[src/rtl/iob_cache_invalidate_ctrl.sv]
// iob_cache_invalidate_ctrl
// Runs a full cache invalidation when the control unit pulses inv_req.
// It waits for the write-through buffer to drain, then clears every line
// index of the valid/tag memories, one index per cycle.
//
// Ports:
//   clk          clock
//   reset        asynchronous, active-high reset
//   inv_req      invalidate request pulse from the control unit
//   wtbuf_empty  write-through buffer is empty
//   cnt_clr      synchronous clear of inv_cnt
//   inv_we       clear strobe to the valid memory (one line per cycle)
//   inv_addr     line index being cleared
//   busy         front-end hold while an invalidation is in progress
//   done         one-cycle pulse when a sweep completes
//   inv_cnt      number of completed sweeps, saturating
//
// state | meaning
// IDLE  | no invalidation in progress, front-end free
// DRAIN | waiting for the write-through buffer to empty
// SWEEP | clearing line inv_addr this cycle
// DONE  | sweep finished, done pulse, counter update
module iob_cache_invalidate_ctrl #(
  parameter int LINE_OFF_W = 7,
  parameter int CNT_W      = 32
) (
  input  logic                  clk,
  input  logic                  reset,
  input  logic                  inv_req,
  input  logic                  wtbuf_empty,
  input  logic                  cnt_clr,
  output logic                  inv_we,
  output logic [LINE_OFF_W-1:0] inv_addr,
  output logic                  busy,
  output logic                  done,
  output logic [CNT_W-1:0]      inv_cnt
);

  typedef enum logic [1:0] {
    S_IDLE  = 2'd0,
    S_DRAIN = 2'd1,
    S_SWEEP = 2'd2,
    S_DONE  = 2'd3
  } state_t;

  localparam logic [LINE_OFF_W-1:0] ADDR_LAST = '1;
  localparam logic [LINE_OFF_W-1:0] ADDR_ONE  = LINE_OFF_W'(1);
  localparam logic [CNT_W-1:0]      CNT_MAX   = '1;
  localparam logic [CNT_W-1:0]      CNT_ONE   = CNT_W'(1);

  state_t                state_q, state_d;
  logic                  pending_q, pending_d;
  logic [LINE_OFF_W-1:0] addr_q, addr_d;
  logic                  inv_we_d, busy_d, done_d;

  // State register; outputs are registered from the next-state decode so
  // they line up with the state they describe.
  always_ff @(posedge clk or posedge reset) begin
    if (reset) begin
      state_q   <= S_IDLE;
      pending_q <= 1'b0;
      addr_q    <= '0;
      inv_we    <= 1'b0;
      busy      <= 1'b0;
      done      <= 1'b0;
      inv_cnt   <= '0;
    end else begin
      state_q   <= state_d;
      pending_q <= pending_d;
      addr_q    <= addr_d;
      inv_we    <= inv_we_d;
      busy      <= busy_d;
      done      <= done_d;
      if (cnt_clr)
        inv_cnt <= '0;
      else if (state_q == S_DONE && inv_cnt != CNT_MAX)
        inv_cnt <= inv_cnt + CNT_ONE;
    end
  end

  assign inv_addr = addr_q;

  // Next-state logic. Requests seen while already running collapse into a
  // single pending flag; a request landing in DONE is picked up from IDLE.
  always_comb begin
    state_d   = state_q;
    pending_d = pending_q;
    addr_d    = addr_q;
    if (inv_req && state_q != S_IDLE)
      pending_d = 1'b1;
    case (state_q)
      S_IDLE: begin
        if (inv_req || pending_q) begin
          state_d   = S_DRAIN;
          pending_d = 1'b0;
        end
      end
      S_DRAIN: begin
        addr_d = '0;
        if (wtbuf_empty)
          state_d = S_SWEEP;
      end
      S_SWEEP: begin
        // Wraps to zero on the last index, ready for the next sweep.
        addr_d = addr_q + ADDR_ONE;
        if (addr_q == ADDR_LAST)
          state_d = S_DONE;
      end
      S_DONE: begin
        if (pending_q) begin
          state_d   = S_DRAIN;
          pending_d = 1'b0;
        end else begin
          state_d = S_IDLE;
        end
      end
      default: state_d = S_IDLE;
    endcase
  end

  // Output decode of the upcoming state.
  always_comb begin
    inv_we_d = (state_d == S_SWEEP);
    busy_d   = (state_d != S_IDLE);
    done_d   = (state_d == S_DONE);
  end

endmodule

[config.mk]
export PLATFORM = sky130hd
export DESIGN_NAME = iob_cache_invalidate_ctrl
export DESIGN_NICKNAME = d
export VERILOG_FILES = /design/src/rtl/iob_cache_invalidate_ctrl.sv
export SDC_FILE = /design/constraint.sdc
export NUM_CORES = 1
export LEC_CHECK = 0
export CAP_MARGIN = 20
export CORE_ASPECT_RATIO = 0.75
export CORE_UTILIZATION = 45
export CTS_CLUSTER_SIZE = 14
export DETAILED_ROUTE_END_ITERATION = 12
export DONT_BUFFER_PORTS = 1
export GPL_TIMING_DRIVEN = 0
export PLACE_DENSITY = 0.6
export SLEW_MARGIN = 40
export SYNTH_ARGS = -nofsm -noshare
export SYNTH_HDL_FRONTEND = slang
export SYNTH_SLANG_ARGS = --single-unit
[constraint.sdc]
create_clock -name clk -period 1.9 [get_ports clk]
set_input_delay 0.38 -clock clk [delete_from_list [all_inputs] [get_ports clk]]
set_output_delay 0.38 -clock clk [all_outputs]
set_load 0.01 [all_outputs]
# Yosys cells after proc, flatten, opt, wreduce, memory -nomap -nowiden
# Cells that the tools add are included.
[totals]
regBits = 45
input_bits = 5
output_inout_bits = 42
elab_cells = 36
[op_classes]
n_addsub = 2
n_eq_ne = 7
muxes = 12
reduce_logical = 8
[op_table]
columns = ["op", "n"]
rows = [
  ["32-bit two-way mux", 2],
  ["32-bit by 1-bit adder with 32-bit output (second input constant)", 1],
  ["32-bit inequality test (second input constant)", 1],
  ["7-bit one-hot mux with 2 select lines", 1],
  ["2-bit == test (second input constant)", 4],
  ["2-bit one-hot mux with 4 select lines", 1],
  ["2-bit nonzero test", 4],
  ["7-bit by 1-bit adder with 7-bit output (second input constant)", 1],
  ["7-bit == test (second input constant)", 1],
  ["2-bit two-way mux", 3],
  ["1-bit two-way mux", 4],
  ["2-bit by 1-bit == test with 1-bit output (second input constant)", 1],
  ["1-bit logical AND", 2],
  ["2-bit zero test", 1],
  ["1-bit one-hot mux with 2 select lines", 1],
  ["1-bit logical OR", 1],
]

# Logic depth before layout (Yosys ltp)
[logic_depth]
ltp_word = 5
depth_mapped = 8
depth_no_buf = 8

# Worst setup path before layout
# OpenSTA, ideal clock, no wires.
[synth_timing]
kind = "reg-to-reg"
from = "register state_q[0]"
to = "register inv_cnt[24]"
arrival_time_ns = 1.998
slack_ns = -0.176
path_stages_with_launch = 8
path_buffers = 2
period_less_slack_ns = 2.076
cell_sequence = "dfrtp_1 ha_1 clkbuf_1 inv_1 or4b_1 buf_2 or3_1 a21oi_1"
[synth_via]
elab_chain_cells = 3
[synth_rtl]
columns = ["element", "line", "source"]
rows = [
  ["start: declaration", "51", "state_t state_q, state_d;"],
  ["start signal: assignment", "68", "state_q <= state_d;"],
  ["2-bit == test", "76", "else if (state_q == S_DONE && inv_cnt != CNT_MAX)"],
  ["1-bit logical AND", "76", ""],
  ["2-bit nonzero test (no line)", "-", ""],
  ["end signal: assignment", "77", "inv_cnt <= inv_cnt + CNT_ONE;"],
  ["end: declaration", "36", "output logic [CNT_W-1:0] inv_cnt"],
]
# Every way passes these cells.
# A chain may end at the register's enable or synchronous reset.

# Worst setup path in the final report
[layout_timing]
from = "register inv_cnt[27]"
to = "register inv_cnt[25]"
[layout_via]
elab_chain_cells = 3
[layout_rtl]
columns = ["element", "line"]
rows = [
  ["32-bit inequality test", "76"],
  ["1-bit logical AND", "76"],
  ["2-bit nonzero test (no line)", "-"],
]
# Every way passes these cells.

==> impl_metrics.py <==
metrics = {
    "logic_synthesis": {
        "mean_syn_cell_area_sq_um": 8.976,
        "yosys_warnings": 0,
        "yosysTopAreaCell": "dfrtp_1",
        "synth_ff_type": "dfrtp_1",
        "synth_cell_type_count": 45,
        "synth_top_family_by_area": "simple AND/OR/NAND/NOR gates",
        "synth_cells": 276,
        "yosys.area_share.simple_pct": 26.41,
        "synth_mux_area_share_pct": 0.8586,
        "area_share_of_the_largest_cell_type_after_synthesis_pct": 45.45,
        "synth_compound_gate_area_share_pct": 17.98,
        "netlist_top_cells_area": "dfrtp_1 (45%), nand2_1 (5.2%), a21oi_1 (5.1%)",
        "seq_area_frac_synth_pct": 45.45,
        "synthXorXnorAreaFrac_pct": 1.061,
        "synth_edf_count": 0,
        "netlist_area_sq_um": 2477,
        "ys_seq_elements": 45,
        "synth.net_count": 287,
        "yosys.area_share.adder_pct": 3.030,
        "synth_async_sr_flop_share_pct": 100.0,
    },
    "power_and_ir_drop": {
        "p_sw_share_pct": 32.18,
        "power.internal_uw": 1705,
        "seq_power_share_pct": 45.0,
        "share_clk_of_total_power_pct": 29.8,
        "power_per_cell_area_nw_per_um2": 784.0,
        "power.static_leakage_uw": 0.001257,
        "power_frac_comb_pct": 25.2,
        "p_sw_uw": 808.7,
        "total_power_uw": 2513,
        "worst_ir_drop_vdd_mv": 0.6321,
    },
    "floorplan": {
        "initial_core_util_pct": 48.65,
        "die-height_microns": 66.26,
        "floorplan.die.width_microns": 87.68,
        "die_area_sq_um": 5809,
        "rows": 22,
        "io_count": 47,
        "core_sq_um": 5092,
    },
    "worst_setup_path": {
        "critPathLaunchType": "flip-flop",
        "kind_of_critical_path": "reg -> reg",
        "highest_net_fanout_along_the_worst_path": 6,
        "endpoint_kind": "flip-flop",
        "reg2regPathDepth": 7,
        "timing.critical_path.cells": "nand4_1 -> buf_4 -> nor4_4 -> a211o_2 -> buf_6 -> or4_4 -> a21oi_2",
        "cpMaxStageDelayCell": "or4_4",
        "critPathArrivalTime_ps": 2260,
        "slowest_delay_ps": 480,
        "worstPathRequired_ps": 2120,
    },
    "routing": {
        "post_drt_wl_per_cell_microns": 17.02,
        "drt_pre_antenna_iters": 4,
        "detail_route.drc_violations": 0,
        "vias_per_cell": 5.974,
        "detailedRoute.firstIterationViolations": 135,
        "via_count": 2270,
        "antenna_left": 0,
        "routed_wirelength_microns": 6469,
    },
    "timing": {
        "final.setup_skew_ps": 6.033,
        "slew_violations": 0,
        "grt_setup_unrepaired": "yes",
        "post-route-period-util_pct": 106.9,
        "worstMarginPinSlew_ps": 645.6,
        "max-slew-margin-rel_pct": 56.96,
        "timing.final.hold_violations": 0,
        "finalCriticalPeriod_ps": 2032,
        "finalSetupViolations": 28,
        "fmaxAchievable_mhz": 492.2,
        "final.setup.worst_slack_ps": -131.8,
        "fin_hold_ws_ps": 249.3,
    },
    "placement": {
        "placedInstanceArea_sq_um": 2621,
        "gp_congestion": 0.8214,
        "dp_hpwl_microns": 4106,
        "dp.cells": 349,
        "placement.io_buffers": 0,
    },
    "cells_and_area": {
        "flow.area_growth_from_synthesis_pct": 29.39,
        "final_area_sq_um": 3206,
        "finalNonFillerCells": 380,
        "antenna-diode-count": 0,
        "drive_gt1_share_pct": 37.01,
        "design.final.nets": 318,
    },
    "global_routing": {
        "pin_count_of_the_biggest_net_entering_global_routing": 26,
        "global_route.overflow_total": 0,
        "grt_util_all_layers_pct": 23.87,
        "grt_antenna_before_repair": 0,
        "first_global_vias": 2079,
        "grt_pass1_wl_microns": 10510,
    },
    "clocking": {
        "max-clock-path-buffers": 2,
        "htree_levels": 2,
        "clk_pin_slew_ps": 80,
        "clk_latency_ps": 300,
        "clock-root-buffer": "clkbuf_8",
        "clock_sink_count": 45,
        "tritoncts": "yes",
        "cts_buffers": 5,
    },
    "run_status": {
        "status": "complete, but fails checks",
        "failing_checks": "negative setup slack",
    },
    "job": {
        "drv_cap": 0,
    },
    "min_path": {
        "worst_hold_depth": 2,
        "timing.hold.worst.class": "in -> reg",
    },
}
[critical path: cells and delay by family (launching register included)]
kind / cells / cell delay, ps
AND/OR/NAND/NOR: 3 / 680
AO/OA/AOI/OAI: 2 / 510
flip-flops: 1 / 470
buffers and inverters: 2 / 290
[metal layers]
layer	global-route usage [%]	vias up	part of all wire, %
met5	0	-	0
met4	7.787	0	0.83
met3	6.367	7	6.0
met2	34.57	64	44
met1	34.25	1125	49
li1	-	1074	-
[area by class of cell]
class	count	area (sq um)
Fill cell	421	1887
Multi-Input combinational cell	201	1451
Sequential cell	45	1162
Timing Repair Buffer	24	229.0
Tap cell	72	90.09
Clock buffer	7	86.33
Buffer	10	78.83
Inverter	20	77.57
Clock inverter	1	30.03
[cells by family after synthesis]
kind of cell	Yosys count
XOR/XNOR	3
adder cells (fa/ha/maj)	6
flip-flops	45
multiplexers	2
buffers and inverters	31
AO/OA/AOI/OAI	72
AND/OR/NAND/NOR	117
[power groups by stage]
stage	clock network [uW]	registers, uW	logic, uW
floorplan	0	1140	420
detailed placement	0	1160	542
CTS	760	1130	602
finish	749	1130	632
global placement	0	1160	528
global route	814	1140	732
[flip-flops by register name (all words and copies together) (netlist names)]
signal,cells
inv_cnt,32
pending_q,1
state_q,2
busy,1
done,1
inv_we,1
inv_addr,7
[layout by cell type (no fill, tap or decap), types with 3 or more instances in the layout]
| cell type | count |
|---|---|
| o21ai_2 | 4 |
| ha_1 | 5 |
| clkbuf_8 | 7 |
| nand2_1 | 33 |
| or3_1 | 12 |
| or4_1 | 6 |
| buf_6 | 7 |
| a21oi_1 | 18 |
| o21ai_1 | 6 |
| clkbuf_1 | 5 |
| a21oi_2 | 7 |
| nor4_4 | 3 |
| nand3_1 | 12 |
| or3_4 | 3 |
| inv_1 | 18 |
| and3_1 | 3 |
| and4_4 | 3 |
| o21ai_0 | 13 |
| buf_4 | 16 |
| dfrtp_1 | 16 |
| dfrtp_2 | 29 |
| o31ai_1 | 8 |
| nand4_1 | 7 |
| nor2_1 | 15 |
| or4_4 | 4 |
[synth_stat cells, types with 2 or more instances]
cell type  number
nor2_1         17
nor4_1          2
o22ai_1         2
buf_2           4
a21oi_1        25
clkbuf_1        6
nand4_1         7
nand3_1        14
o31ai_1        10
or3_1          15
and3_1          3
or4_1           9
nand2_1        34
inv_1          20
ha_1            6
o211ai_1        2
and4_4          2
o21ai_0        23
nor2b_1         2
dfrtp_1        45
xor2_1          2
o41ai_1         3
[path summary, 6_finish.rpt]
| check | from | slack, ps | to |
|---|---|---|---|
| setup / recovery | inv_cnt[27]$_DFFE_PP0P_ | -130 | inv_cnt[25]$_DFFE_PP0P_ |
| hold / removal | cnt_clr | 250 | inv_cnt[2]$_DFFE_PP0P_ |
| setup reg to reg | inv_cnt[27]$_DFFE_PP0P_ | -130 | inv_cnt[25]$_DFFE_PP0P_ |
| hold reg to reg | inv_addr[6]$_DFFE_PP0P_ | 580 | inv_addr[6]$_DFFE_PP0P_ |
| max in group asynchronous | reset | 960 | inv_cnt[7]$_DFFE_PP0P_ |
| min in group asynchronous | reset | 500 | inv_addr[1]$_DFFE_PP0P_ |
[per-stage QoR]
| stage | utilization [%] | setup TNS, ps | setup slack (ps) |
|---|---|---|---|
| after global routing | 62.95 | -4915 | -220.9 |
| after CTS | 59.14 | -823.5 | -82.62 |
| after detailed placement | 51.47 | -7247 | -340.8 |
| after global placement | 51.03 | -10300 | -319.4 |
| after floorplan | - | -26.03 | -5.343 |
| final | 62.95 | -1816 | -131.8 |
[repair_timing]
| action | CTS | global route |
|---|---|---|
| hold buffers | 1 | 0 |
| gates resized for setup | 48 | 40 |
| setup buffers | 15 | 5 |
| endpoints found under the hold margin | 20 | 0 |
| pin swaps | 19 | 22 |
| setup endpoints to repair | 31 | 36 |
| cloned | 2 | 1 |
Power figures use the tool's default switching activity.
